**src/rtl/if_stage_if.sv**
```systemverilog
// =============================================================================
// Module   : if_stage_if
// Desc     : Instruction-memory request/grant/response bus for the fetch stage.
// Revision : 1.0 - initial release
// =============================================================================
`default_nettype none

interface if_stage_if #(
    parameter int A_WIDTH = 32,
    parameter int D_WIDTH = 32
);
    logic               req;
    logic [A_WIDTH-1:0] addr;
    logic               gnt;
    logic               rvalid;
    logic [D_WIDTH-1:0] rdata;

    modport master (
        output req,
        output addr,
        input  gnt,
        input  rvalid,
        input  rdata
    );

    modport slave (
        input  req,
        input  addr,
        output gnt,
        output rvalid,
        output rdata
    );
endinterface

`default_nettype wire

```
**src/rtl/if_stage.sv**
```systemverilog
// =============================================================================
// Module   : if_stage
// Desc     : Instruction fetch with 2-deep prefetch FIFO and redirect support.
// Revision : 1.0 - initial release
// =============================================================================
`default_nettype none

module if_stage #(
    parameter int                 D_WIDTH  = 32,
    parameter int                 A_WIDTH  = 32,
    parameter int                 N_REGS   = 32,
    parameter int                 RF_SIZE  = $clog2(N_REGS),
    parameter logic [A_WIDTH-1:0] RESET_PC = '0
) (
    input  wire logic               clk,
    input  wire logic               rst,
    input  wire logic               en,
    input  wire logic               redirect,
    input  wire logic [A_WIDTH-1:0] redirect_pc,
    if_stage_if.master              imem,
    output logic      [D_WIDTH-1:0] instr_id,
    output logic      [A_WIDTH-1:0] pc_id,
    output logic                    valid_id,
    output logic      [6:0]         opcode,
    output logic      [RF_SIZE-1:0] rd,
    output logic      [2:0]         funct3,
    output logic      [RF_SIZE-1:0] rs1,
    output logic      [RF_SIZE-1:0] rs2,
    output logic      [6:0]         funct7
);

    localparam logic [D_WIDTH-1:0] C_NOP     = D_WIDTH'(32'h0000_0013);
    localparam logic [A_WIDTH-1:0] C_PC_STEP = A_WIDTH'(4);

    logic [A_WIDTH-1:0] r_fetch_pc;
    logic [A_WIDTH-1:0] r_resp_pc;
    logic [1:0]         r_outstanding;
    logic [1:0]         r_drop;
    logic [1:0]         r_count;
    logic               r_rd_ptr;
    logic               r_wr_ptr;
    logic [A_WIDTH-1:0] r_fifo_pc    [2];
    logic [D_WIDTH-1:0] r_fifo_instr [2];

    logic               w_pop;
    logic               w_push;
    logic               w_req;
    logic               w_grant;

    // Requests are throttled so in-flight words plus buffered words never exceed two.
    assign w_pop   = en & (r_count != 2'd0) & ~redirect;
    assign w_req   = ~rst & ~redirect &
                     (({1'b0, r_outstanding} + {1'b0, r_count}) < (3'd2 + {2'b00, w_pop}));
    assign w_grant = w_req & imem.gnt;
    assign w_push  = imem.rvalid & (r_drop == 2'd0) & ~redirect;

    assign imem.req  = w_req;
    assign imem.addr = r_fetch_pc;

    always_ff @(posedge clk or posedge rst) begin
        if (rst) begin
            r_fetch_pc    <= RESET_PC;
            r_resp_pc     <= RESET_PC;
            r_outstanding <= 2'd0;
            r_drop        <= 2'd0;
        end else begin
            case ({w_grant, imem.rvalid})
                2'b10:   r_outstanding <= r_outstanding + 2'd1;
                2'b01:   r_outstanding <= r_outstanding - 2'd1;
                default: r_outstanding <= r_outstanding;
            endcase

            if (redirect) begin
                r_fetch_pc <= redirect_pc;
                r_resp_pc  <= redirect_pc;
                // Everything still in flight belongs to the abandoned path.
                r_drop     <= r_outstanding - {1'b0, imem.rvalid};
            end else begin
                if (w_grant) begin
                    r_fetch_pc <= r_fetch_pc + C_PC_STEP;
                end
                if (w_push) begin
                    r_resp_pc <= r_resp_pc + C_PC_STEP;
                end
                if (imem.rvalid && (r_drop != 2'd0)) begin
                    r_drop <= r_drop - 2'd1;
                end
            end
        end
    end

    always_ff @(posedge clk or posedge rst) begin
        if (rst) begin
            r_count  <= 2'd0;
            r_rd_ptr <= 1'b0;
            r_wr_ptr <= 1'b0;
        end else if (redirect) begin
            r_count  <= 2'd0;
            r_rd_ptr <= 1'b0;
            r_wr_ptr <= 1'b0;
        end else begin
            if (w_push) begin
                r_wr_ptr <= ~r_wr_ptr;
            end
            if (w_pop) begin
                r_rd_ptr <= ~r_rd_ptr;
            end
            case ({w_push, w_pop})
                2'b10:   r_count <= r_count + 2'd1;
                2'b01:   r_count <= r_count - 2'd1;
                default: r_count <= r_count;
            endcase
        end
    end

    always_ff @(posedge clk) begin
        if (w_push) begin
            r_fifo_pc[r_wr_ptr]    <= r_resp_pc;
            r_fifo_instr[r_wr_ptr] <= imem.rdata;
        end
    end

    // With en high and no redirect, a non-empty FIFO always pops, so en alone
    // decides between head and bubble.
    always_ff @(posedge clk or posedge rst) begin
        if (rst) begin
            instr_id <= C_NOP;
            pc_id    <= RESET_PC;
            valid_id <= 1'b0;
        end else if (redirect) begin
            instr_id <= C_NOP;
            valid_id <= 1'b0;
        end else if (en) begin
            if (w_pop) begin
                instr_id <= r_fifo_instr[r_rd_ptr];
                pc_id    <= r_fifo_pc[r_rd_ptr];
                valid_id <= 1'b1;
            end else begin
                instr_id <= C_NOP;
                valid_id <= 1'b0;
            end
        end
    end

    assign opcode = instr_id[6:0];
    assign rd     = instr_id[7 +: RF_SIZE];
    assign funct3 = instr_id[14:12];
    assign rs1    = instr_id[15 +: RF_SIZE];
    assign rs2    = instr_id[20 +: RF_SIZE];
    assign funct7 = instr_id[31:25];

endmodule

`default_nettype wire
```
**src/flat_wrapper.sv**
```systemverilog
// flat-port wrapper written by rule: the top's interface ports become plain ports
module if_stage_flat 
#(
    parameter int                 D_WIDTH  = 32,
    parameter int                 A_WIDTH  = 32,
    parameter int                 N_REGS   = 32,
    parameter int                 RF_SIZE  = $clog2(N_REGS),
    parameter logic [A_WIDTH-1:0] RESET_PC = '0
)
  (clk, rst, en, redirect, redirect_pc, instr_id, pc_id, valid_id, opcode, rd, funct3, rs1, rs2, funct7, imem_req, imem_addr, imem_gnt, imem_rvalid, imem_rdata);
  if_stage_if #(.A_WIDTH(A_WIDTH), .D_WIDTH(D_WIDTH)) imem_i ();
  input  wire logic clk;
  input  wire logic rst;
  input  wire logic en;
  input  wire logic redirect;
  input  wire logic [A_WIDTH-1:0] redirect_pc;
  output logic      [D_WIDTH-1:0] instr_id;
  output logic      [A_WIDTH-1:0] pc_id;
  output logic valid_id;
  output logic      [6:0] opcode;
  output logic      [RF_SIZE-1:0] rd;
  output logic      [2:0] funct3;
  output logic      [RF_SIZE-1:0] rs1;
  output logic      [RF_SIZE-1:0] rs2;
  output logic      [6:0] funct7;
  output wire logic [$bits(imem_i.req)-1:0] imem_req;
  output wire logic [$bits(imem_i.addr)-1:0] imem_addr;
  input wire logic [$bits(imem_i.gnt)-1:0] imem_gnt;
  input wire logic [$bits(imem_i.rvalid)-1:0] imem_rvalid;
  input wire logic [$bits(imem_i.rdata)-1:0] imem_rdata;
  assign imem_req = imem_i.req;
  assign imem_addr = imem_i.addr;
  assign imem_i.gnt = imem_gnt;
  assign imem_i.rvalid = imem_rvalid;
  assign imem_i.rdata = imem_rdata;
  if_stage #(.D_WIDTH(D_WIDTH), .A_WIDTH(A_WIDTH), .N_REGS(N_REGS), .RF_SIZE(RF_SIZE), .RESET_PC(RESET_PC)) u_core (.clk(clk), .rst(rst), .en(en), .redirect(redirect), .redirect_pc(redirect_pc), .imem(imem_i), .instr_id(instr_id), .pc_id(pc_id), .valid_id(valid_id), .opcode(opcode), .rd(rd), .funct3(funct3), .rs1(rs1), .rs2(rs2), .funct7(funct7));
endmodule
```
**config.mk**
```make
export PLATFORM = sky130hd
export DESIGN_NAME = if_stage_flat
export DESIGN_NICKNAME = d
export VERILOG_FILES = /design/src/rtl/if_stage_if.sv /design/src/rtl/if_stage.sv /design/src/flat_wrapper.sv
export SDC_FILE = /design/constraint.sdc
export NUM_CORES = 1
export LEC_CHECK = 0
export CORE_MARGIN = 5
export CORE_UTILIZATION = 38
export CTS_BUF_LIST = sky130_fd_sc_hd__clkbuf_8
export CTS_CLUSTER_SIZE = 30
export DETAILED_ROUTE_END_ITERATION = 10
export GPL_ROUTABILITY_DRIVEN = 0
export PLACE_DENSITY_LB_ADDON = 0.15
export SYNTH_ARGS = -nofsm -noshare
export SYNTH_HDL_FRONTEND = slang
export SYNTH_SLANG_ARGS = --single-unit
```
**constraint.sdc**
```tcl
create_clock -name clk -period 9.6 [get_ports clk]
set_clock_uncertainty 0.2 [all_clocks]
set_input_delay 1.92 -clock clk [delete_from_list [all_inputs] [get_ports clk]]
set_output_delay 1.92 -clock clk [all_outputs]
set_load 0.01 [all_outputs]
```
==> metrics list <==
- The flow ran to the end, and the final reports show no timing, DRC or antenna violations.
* Post-route ant nets: 0
* Hold_buf cts: 0
- Clock tree from TritonCTS: built
- By instance count, the cell type seen most on the critical path is sky130_fd_sc_hd__clkdlybuf4s50_1.
* Clock-pin slew on the worst setup and hold paths: around 0.060 ns
* Number of nets in the synthesized netlist: roughly 940
* Crit path capture type: primary output
- Setup violations remaining at the end of the flow were counted as 0.
- In the routed design, unresolved DRC markers number 0.
- At the worst endpoint, the required time is between 7 and 8 ns.
- Nets@finish: ~1100
* Per-instance average area after synthesis: approximately 13 um^2
- Setup repair after global routing left no endpoint under its margin.
- Cell at the slowest stage of the critical path: sky130_fd_sc_hd__clkdlybuf4s50_1
- In this run the most critical hold path is launched from u_core.r_resp_pc[0]$_DFFE_PP0P_.
- Ports placed on the boundary: 200
- CP Max Fanout: 9
- After detailed routing, the number of vias per cell comes to 4.93.
- The die covers 0.0331 mm^2.
- Kind of cell with the highest combined delay on the critical path: buffers and inverters
* Proportion of register bits with asynchronous set or reset after synthesis: 51.7%
- The critical path is of the input port to primary output type.
- Yosys printed 0 warnings.
- Once the clock tree was built, the setup fixing pass inserted 0 buffers.
- On the worst path, the slowest cell contributes a delay of a little under 0.7 ns.
* Hold crit path type: register to register
- The worst setup path is launched from an input port.
- Entering global routing, the biggest net connects 95 pins.
- Chip width: 182 um
- Max-slew headroom at the worst pin: 25.2%
* Buffer depth of the longest clock path: 3
* Global-route wire length before repair: around 41000 um
* Post-synth EDFFs: 128
- Summed over its instances, the top area cell type makes up 34.2% of the synthesized netlist area.
- Max-capacitance violation count: 0
* Root buffer cell: sky130_fd_sc_hd__clkbuf_8
- Path depth of the worst reg2reg path: 7
- Share of the clock period used by the worst path: a little over three fifths
- Area of the placeable core: 0.0294 mm^2
* TNS Setup: 0 ns
- Once the floorplan was initialized, standard cells occupied 38.2% of the core.
- Post-synth cell types: 57
- Sink Count: 265
- R2r startpoint: u_core.r_count[0]$_DFFE_PP0P_
- The routed design could run at a clock period as short as around 6.0 ns.
- Global routing finished with a remaining overflow of 0.
* TritonCTS buffer count: between 40 and 50
- Number of levels the H-tree was split into: 2
- PostCTS Resize Cnt: 0
- After synthesis the netlist holds a flip-flop and latch count of 265.
* Die span in y: between 150 and 200 um
* Endpoint of the most critical register-to-register path: u_core.imem.addr[25]$_DFFE_PP0P_
* Detailed-router iteration count before antenna repair: 4
- Cell count after synthesis: between 800 and 900
- Via count: 7270
- Largest cells by area after synthesis: sky130_fd_sc_hd__edfxtp_1 (34%), sky130_fd_sc_hd__dfrtp_1 (30%), sky130_fd_sc_hd__mux2i_1 (6.2%)
* Power density relative to cell area: around 210 mW/mm^2
* Worst hold path stage count: 0
* Main flop type after synthesis: sky130_fd_sc_hd__dfrtp_1
* Fin. Hold Viols: 0
* Worst IR Drop VDD: approximately 0.11 mV
- The first routing iteration left 400 violations.
* Cell area after technology mapping: ~0.011 mm^2
- Number of core rows: 63
* Routed wire length: between 20000 and 30000 um
- Post-detail-place hpwl: between 15000 and 20000 um
- Antenna violations before repair: 0
- Number of pins exceeding their max-slew limit in the final report: 0
- The via count of the first global-routing pass is between 7000 and 8000.
* Portion of the post-synthesis area used by sequential elements: 64.7%
- Leak: approximately 0.0053 uW
- Hold Crit Endpoint: u_core.r_fifo_pc[1][0]$_DFFE_PP_
* Overall power consumption: 3020 uW
- Arrival time of data at the critical path endpoint: 3.89 ns
- In this run the register-to-register setup slack is 6.45 ns.
- The later pin in the worst-skew pair is clocked with a latency of approximately 0.54 ns.
- Port buffering added around 200 buffers.
* Cell accounting for the most synthesized area: sky130_fd_sc_hd__edfxtp_1
- Based on the critical path, the design can be clocked at up to 0.166 GHz.
* Critical path buffers and inverters: 2
- 0 antenna diodes ended up in the layout.
* Growth of design area from synthesis to finish: 27.3%
- Global routing used 15.6% of the available tracks across all layers.
- CP Cell Sequence: clkdlybuf4s50_1 > o21ai_2 > o21a_1 > nor4_1 > clkdlybuf4s50_1
* Worst setup startpoint: en
- Actual slew at the worst max-slew pin: between 1 and 1.5 ns
- Share of cells above drive strength 1: 12.1%
* Drt wl/cell: 17.9 um
metrics by stage:
step / area (um^2) / std cells / setup slack (ns) / hold WS [ns] / util (%)
2_1_floorplan: 11200 / 864 / 1.61 / 0.242 / -
3_3_place_gp: 13400 / 1391 / 3.55 / 0.253 / 45.6
3_5_place_dp: 13400 / 1391 / 3.59 / 0.260 / 45.6
4_1_cts: 14300 / 1475 / 3.56 / 0.276 / 48.7
5_1_grt: 14300 / 1475 / 3.41 / 0.302 / 48.7
6_report: 14300 / 1475 / 3.59 / 0.271 / 48.7
synthesized netlist by cell type, drive strengths merged, types with 2 or more instances:
cell,n
dfrtp,134
edfxtp,128
nand2,90
o21ai,73
mux2i,70
buf,49
nor2,30
xnor2,30
mux2,28
nand3,25
nand4,24
xor2,22
a21oi,21
clkbuf,20
inv,17
nor3,16
nand2b,10
nor4,9
and3,8
a21boi,7
and4,6
ha,6
a211oi,5
a31oi,4
and2,3
dfstp,3
nand4b,3
or4,3
a31o,2
nor3b,2
o21a,2
o311ai,2
o31ai,2
or2,2
or3,2
layout by cell type (no fill, tap or decap), types with 13 or more instances in the layout:
| cell | instances |
|---|---|
| sky130_fd_sc_hd__nor3_1 | 13 |
| sky130_fd_sc_hd__o21ai_0 | 71 |
| sky130_fd_sc_hd__nor2_1 | 29 |
| sky130_fd_sc_hd__mux2i_1 | 70 |
| sky130_fd_sc_hd__clkdlybuf4s50_1 | 198 |
| sky130_fd_sc_hd__inv_1 | 32 |
| sky130_fd_sc_hd__mux2_2 | 28 |
| sky130_fd_sc_hd__xor2_1 | 22 |
| sky130_fd_sc_hd__dfrtp_1 | 133 |
| sky130_fd_sc_hd__edfxtp_1 | 128 |
| sky130_fd_sc_hd__nand2_1 | 89 |
| sky130_fd_sc_hd__nand4_1 | 21 |
| sky130_fd_sc_hd__xnor2_1 | 30 |
| sky130_fd_sc_hd__clkbuf_8 | 55 |
| sky130_fd_sc_hd__a21oi_1 | 21 |
| sky130_fd_sc_hd__nand3_1 | 24 |
per-layer routing:
metal	share of wire [%]	routed length [um]	vias to the layer above	global-route usage, %
li1	-	-	3473	-
met1	47	12300	3527	22.0
met2	44	11600	224	24.1
met3	7.1	1880	46	4.17
met4	2.3	599	0	4.26
met5	0	0	-	0
how the worst max path moves through the flow:
stage | end | slack, ns | cells after the start
floorplan | u_core.r_fifo_instr[1][0]$_DFFE_PP_ | 1.61 | 4
global placement | imem_req | 3.55 | 5
detailed placement | imem_req | 3.59 | 5
CTS | imem_req | 3.56 | 5
global route | imem_req | 3.41 | 5
finish | imem_req | 3.59 | 5
where the power goes:
part	internal [uW]	switching, uW
sequential	1340	107
combinational	294	285
clock	546	444
total	2180	836
final cells by class:
type	instances	area [um^2]
fillers	2617	15100
flip-flops and latches	265	7280
multi-input cells	513	3530
repair buffers	206	2040
clock buffers	55	757
well taps	390	488
clock inverters	29	148
inverters	17	68.8
flip-flops by register name (all words and copies together) (netlist names), 2 cells and up:
name and count:
u_core.r_fifo_instr 64, u_core.r_fifo_pc 64, u_core.imem.addr 32, u_core.instr_id 32, u_core.pc_id 32, u_core.r_resp_pc 32, u_core.r_count 2, u_core.r_drop 2
u_core.r_outstanding 2
logic make-up after synthesis:
family,share of synthesized area [%]
compound gates,6.08
simple gates,11.2
xor+xnor,4.05
buf+inv,4.08
flops,64.7
mux,9.04
fa+ha+maj,0.846
Note: power is estimated with default switching activity, not from simulation.
